<file path="src/rtl/mac_bist_controller.sv">
// BIST sequencer for a 256-lane MAC slice: walks a one-hot activation through
// zero weights (stuck-at screen), then all-ones weights (bridging-fault screen).
module mac_bist_controller #(
    parameter int          MAC_LAT    = 1,
    parameter int          GAP_CYCLES = 2,
    parameter logic [15:0] NOMINAL    = 16'd15
) (
    input  logic          clk,
    input  logic          rst_n,
    input  logic          start,
    input  logic [15:0]   mac_sum,
    output logic [255:0]  in_array,
    output logic [1023:0] weight_array,
    output logic          busy,
    output logic          done,
    output logic          fault,
    output logic [2:0]    fault_code,
    output logic [7:0]    fault_index,
    output logic [15:0]   fault_sum
);

    typedef enum logic [2:0] {IDLE, S1_RUN, GAP, S2_RUN, DONE} state_t;

    localparam int          CNT_MAX    = (MAC_LAT > GAP_CYCLES) ? MAC_LAT : GAP_CYCLES;
    localparam int          CNT_W      = $clog2(CNT_MAX + 1) + 1;
    localparam logic [CNT_W-1:0] CHECK_CNT = CNT_W'(MAC_LAT);
    localparam logic [CNT_W-1:0] GAP_LAST  = CNT_W'(GAP_CYCLES - 1);
    localparam logic [15:0] NOMINAL_X2 = NOMINAL << 1;
    localparam logic [1023:0] ALL_ONES = {256{4'b1111}};

    state_t            state_q;
    logic [7:0]        index_q;
    logic [CNT_W-1:0]  cnt_q;
    logic [15:0]       prev_sum_q;
    logic [255:0]      in_array_q;
    logic [1023:0]     weight_array_q;
    logic              busy_q, done_q, fault_q;
    logic [2:0]        fault_code_q;
    logic [7:0]        fault_index_q;
    logic [15:0]       fault_sum_q;
    logic [2:0]        s2_code_d;

    // Stage-2 bridging classification on the previous/current pattern pair.
    // NOTE: assign a default first so every path writes s2_code_d and no latch is inferred.
    always_comb begin
        s2_code_d = 3'd0;
        if (prev_sum_q == 16'd0 && mac_sum == 16'd0)
            s2_code_d = 3'd2;
        else if ((prev_sum_q == NOMINAL_X2 && mac_sum == 16'd0) ||
                 (prev_sum_q == 16'd0 && mac_sum == NOMINAL_X2))
            s2_code_d = 3'd3;
        else if (prev_sum_q == 16'd0 && mac_sum == NOMINAL)
            s2_code_d = 3'd4;
        else if (prev_sum_q == NOMINAL_X2 && mac_sum == NOMINAL_X2)
            s2_code_d = 3'd5;
    end

    // NOTE: sequential state uses non-blocking assignments so every register sees pre-edge values.
    always_ff @(posedge clk or negedge rst_n) begin
        if (!rst_n) begin
            state_q        <= IDLE;
            index_q        <= '0;
            cnt_q          <= '0;
            prev_sum_q     <= '0;
            in_array_q     <= '0;
            weight_array_q <= '0;
            busy_q         <= 1'b0;
            done_q         <= 1'b0;
            fault_q        <= 1'b0;
            fault_code_q   <= '0;
            fault_index_q  <= '0;
            fault_sum_q    <= '0;
        end else begin
            case (state_q)
                IDLE, DONE: begin
                    if (start) begin
                        state_q        <= S1_RUN;
                        index_q        <= '0;
                        cnt_q          <= '0;
                        in_array_q     <= 256'd1;
                        weight_array_q <= '0;
                        busy_q         <= 1'b1;
                        done_q         <= 1'b0;
                        fault_q        <= 1'b0;
                        fault_code_q   <= '0;
                        fault_index_q  <= '0;
                        fault_sum_q    <= '0;
                    end
                end
                S1_RUN: begin
                    if (cnt_q != CHECK_CNT) begin
                        cnt_q <= cnt_q + CNT_W'(1);
                    end else if (mac_sum != 16'd0) begin
                        fault_q        <= 1'b1;
                        fault_code_q   <= 3'd1;
                        fault_index_q  <= index_q;
                        fault_sum_q    <= mac_sum;
                        state_q        <= DONE;
                        in_array_q     <= '0;
                        weight_array_q <= '0;
                        busy_q         <= 1'b0;
                        done_q         <= 1'b1;
                    end else if (index_q == 8'd255) begin
                        state_q        <= GAP;
                        cnt_q          <= '0;
                        in_array_q     <= '0;
                        weight_array_q <= ALL_ONES;
                    end else begin
                        index_q    <= index_q + 8'd1;
                        in_array_q <= 256'd1 << (index_q + 8'd1);
                        cnt_q      <= '0;
                    end
                end
                GAP: begin
                    if (cnt_q == GAP_LAST) begin
                        state_q    <= S2_RUN;
                        index_q    <= '0;
                        cnt_q      <= '0;
                        in_array_q <= 256'd1;
                        prev_sum_q <= NOMINAL;
                    end else begin
                        cnt_q <= cnt_q + CNT_W'(1);
                    end
                end
                S2_RUN: begin
                    if (cnt_q != CHECK_CNT) begin
                        cnt_q <= cnt_q + CNT_W'(1);
                    end else if (s2_code_d != 3'd0 || index_q == 8'd255) begin
                        if (s2_code_d != 3'd0) begin
                            fault_q       <= 1'b1;
                            fault_code_q  <= s2_code_d;
                            fault_index_q <= index_q;
                            fault_sum_q   <= mac_sum;
                        end else begin
                            prev_sum_q <= mac_sum;
                        end
                        state_q        <= DONE;
                        in_array_q     <= '0;
                        weight_array_q <= '0;
                        busy_q         <= 1'b0;
                        done_q         <= 1'b1;
                    end else begin
                        prev_sum_q <= mac_sum;
                        index_q    <= index_q + 8'd1;
                        in_array_q <= 256'd1 << (index_q + 8'd1);
                        cnt_q      <= '0;
                    end
                end
                default: state_q <= IDLE;
            endcase
        end
    end

    assign in_array     = in_array_q;
    assign weight_array = weight_array_q;
    assign busy         = busy_q;
    assign done         = done_q;
    assign fault        = fault_q;
    assign fault_code   = fault_code_q;
    assign fault_index  = fault_index_q;
    assign fault_sum    = fault_sum_q;

endmodule

</file>
<file path="config.mk">
export PLATFORM = sky130hd
export DESIGN_NAME = mac_bist_controller
export DESIGN_NICKNAME = d
export VERILOG_FILES = /design/src/rtl/mac_bist_controller.sv
export SDC_FILE = /design/constraint.sdc
export NUM_CORES = 1
export LEC_CHECK = 0
export ABC_AREA = 0
export ABC_CLOCK_PERIOD_IN_PS = 35400
export CAP_MARGIN = 30
export CELL_PAD_IN_SITES_DETAIL_PLACEMENT = 1
export CELL_PAD_IN_SITES_GLOBAL_PLACEMENT = 1
export CORE_AREA = 2 2 511 513
export DETAILED_ROUTE_END_ITERATION = 6
export DIE_AREA = 0 0 513 515
export DONT_BUFFER_PORTS = 1
export PLACE_DENSITY = 0.3
export SETUP_SLACK_MARGIN = 0.02
export SLEW_MARGIN = 20
export SYNTH_ARGS = -nofsm -noshare
export SYNTH_HDL_FRONTEND = slang
export SYNTH_SLANG_ARGS = --single-unit
</file>
<file path="constraint.sdc">
create_clock -name clk -period 35.4 [get_ports clk]
set_clock_uncertainty 0.1 [all_clocks]
set_input_delay 7.08 -clock clk [delete_from_list [all_inputs] [get_ports clk]]
set_output_delay 7.08 -clock clk [all_outputs]
set_load 0.02 [all_outputs]
</file>
==> run metrics <==
status complete, no violations; total track usage 5.07%; number of CTS-inserted buffers 39; PortBufs 0; Area Growth Syn to Fin -8.27%; clk_lat worst skew 0.57 ns; Post-Layout Cell Count 4,705; GR Util met2 8.28%; Synth Register Bits 317; Hold Buf Count CTS 0; final wirelength 69,400 um; Final #Nets 1,294; Least-Margin Pin Slew 1.27 ns; asr flop ratio synth 100%; clock sink total 317; drc violations 0; hold depth 1; Initial Util 8.07%; PD cells 104 nW/um^2; Core Area 259,000 sq um; Leak 6.90 nW; routed vias/inst 2.12; worst reg-to-reg path cell count 8; # IOs 1,329; Mapped Cells 2,287; row count 187; max cap viols 0; Most used DFF post-synth dfrtp_1; footprint of the multi-input gates 4750 sq um; Post-DRT Antenna Nets 0; GR peak layer met2; Die W 513 um; Slew Limit Fails 0; vias in the first global route 10,600; die area 264,000 sq um; CP startpoint kind flop; HP Class flop to flop; RSZ-0062 raised after global routing false; WL/cell 14.7 um; period utilisation layout 70.3%; H-tree levels 2; ratio of cells with drive above 1 in the final layout 12.0%; DR iter-0 viols 573; Max clock buf depth 3; post-CTS setup buffers 0; synth warn 0; f_max 40.2 MHz; largest net degree at the start of global routing 318; global-route wire length before repair 95,600 um; met1 usage 6.67%; Fin. Hold Viols 0; initial antenna violation count 9; kind of critical path flop to output port; DR pass1 iterations 4; CTS tree yes; Reg clk slew, reported paths 0.06 ns; IR drop worst, VDD 0.000402 V; RePlAce Congestion 0.674; Post-synth EDFFs 0; Mapped Area 20,900 sq um; Post-Syn Nets 2,311; GRT met3 Usage 1.23%; DP HPWL 49,700 um; library cells used by synthesis 69; Max-slew headroom 15.6%; Crit path required time 28.22 ns; syn_area_per_cell 9.13 sq um; setup TNS 0 ns; critical path capture point type output port; Clock Root Buffer clkbuf_16; Final setup viols 0; global route overflow 0; Fillers 30,400; CTS resizes 0; Post-Place Cells 4,622; Reg area 7940 sq um; die height 515 um; Critical Path AT 17.69 ns; final core utilization 7.40%; final worst path period need 24.87 ns; CP Max Fanout 112; register area share after synthesis 38.0%; vias 9,996
==> flip-flops by register name, summed over array words and instances, names as in the netlist, 3 cells and up <==
name,cells
fault_index,8
fault_code,3
prev_sum_q,16
cnt_q,3
in_array,256
state_q,3
fault_sum,16
index_q,8
==> cell type report <==
cell class	instances	share of cell area, %
sequential	317	41.5
multi-input combinational	823	24.8
tap	3402	22.2
clock buffer	54	5.81
timing repair buffer	53	3.87
clock inverter	16	1.07
inverter	36	0.706
antenna	4	0.0523
==> cell families (layout without fill, tap and decap cells) <==
family,count (synthesis),in the layout,synth area share (%)
other cells,0,4,0
buf+inv,1147,159,39.5
simple gates,449,449,10.1
flops,317,317,38.0
mux,45,45,2.36
compound gates,317,317,9.41
xor+xnor,7,7,0.294
fa+ha+maj,5,5,0.300
==> cells in the mapped netlist (5+ instances only) <==
master       n  area, sq um
a22o_1      23          201
buf_2       14         70.1
nand2_1    301         1130
nor3_1      12         60.1
nand3_1     12         60.1
dfrtp_1    317         7930
o31ai_1      5         37.5
o21ai_0    210         1050
nand4_1     19          119
nor2_1      19         71.3
and2_1      20          125
nor3b_1      7         52.6
ha_1         5         62.6
and3_1      19          119
clkbuf_1    64          240
a21o_1       7         52.6
mux2_2       7         78.8
mux2_4       6         90.1
a32o_1      27          270
buf_4     1026         7700
a21oi_1     11         55.1
mux2i_1     30          300
inv_1       36          135
==> worst max-delay path, cell delays in order, from the launching register on <==
cell	delay, ns
dfrtp_4	0.85
buf_4	0.44
buf_16	0.34
buf_4	0.31
buf_16	0.38
buf_12	0.96
buf_16	1.63
buf_12	1.06
buf_16	1.58
buf_12	1.02
buf_16	1.59
buf_12	1.10
buf_16	1.56
buf_12	0.97
buf_16	1.65
buf_16	0.54
==> report_power, final <==
part / total, mW / internal, mW / switching (mW)
Clock: 0.436 / 0.250 / 0.186
Combinational: 1.13 / 0.0846 / 1.05
Sequential: 0.420 / 0.376 / 0.0436
Total: 1.99 / 0.711 / 1.28
==> per-stage QoR <==
stage / power (mW) / cell area, sq um / hold WS (ns) / setup WS, ns
after floorplan: 3.52 / 20900 / 0.382 / 10.71
after global placement: 1.54 / 17500 / 0.420 / 10.61
after detailed placement: 1.55 / 17600 / 0.417 / 10.93
after CTS: 2.00 / 18900 / 0.435 / 10.28
after global routing: 2.10 / 19100 / 0.448 / 9.63
final: 1.99 / 19100 / 0.432 / 10.53
==> path summary, 6_finish.rpt <==
kind                                    startpoint                 end  slack [ns]
worst max-delay path            weight_array[1022]   weight_array[247]       10.53
worst min register to register       prev_sum_q[9]       prev_sum_q[9]        0.43
max in group asynchronous                    rst_n  weight_array[1022]       28.18
worst min-delay path                 prev_sum_q[9]       prev_sum_q[9]        0.43
min in group asynchronous                    rst_n        in_array[80]        6.09
worst max register to register          index_q[0]       in_array[117]       31.38
==> per-layer routing <==
metal | share of wire, % | vias to the layer above
li1 | - | 4399
met1 | 44 | 5230
met2 | 47 | 307
met3 | 7.1 | 60
met4 | 2.1 | 0
met5 | 0 | -
==> cells in the final DEF (no fill, tap or decap), types with 5 or more instances in the layout <==
master,instances
inv_1,36
ha_1,5
mux2i_1,29
a32o_1,27
clkbuf_8,8
buf_12,7
a21o_1,7
nor3_1,11
and3_1,19
nor3b_1,7
o21ai_0,210
a21oi_1,10
nand3_1,12
a22o_1,23
nand4_1,19
nor2_1,19
o31ai_1,5
dfrtp_1,316
mux2_2,7
clkbuf_16,39
mux2_4,6
buf_16,11
clkbuf_1,7
and2_1,20
nand2_1,301
buf_4,27
Power figures use the tool's default switching activity.
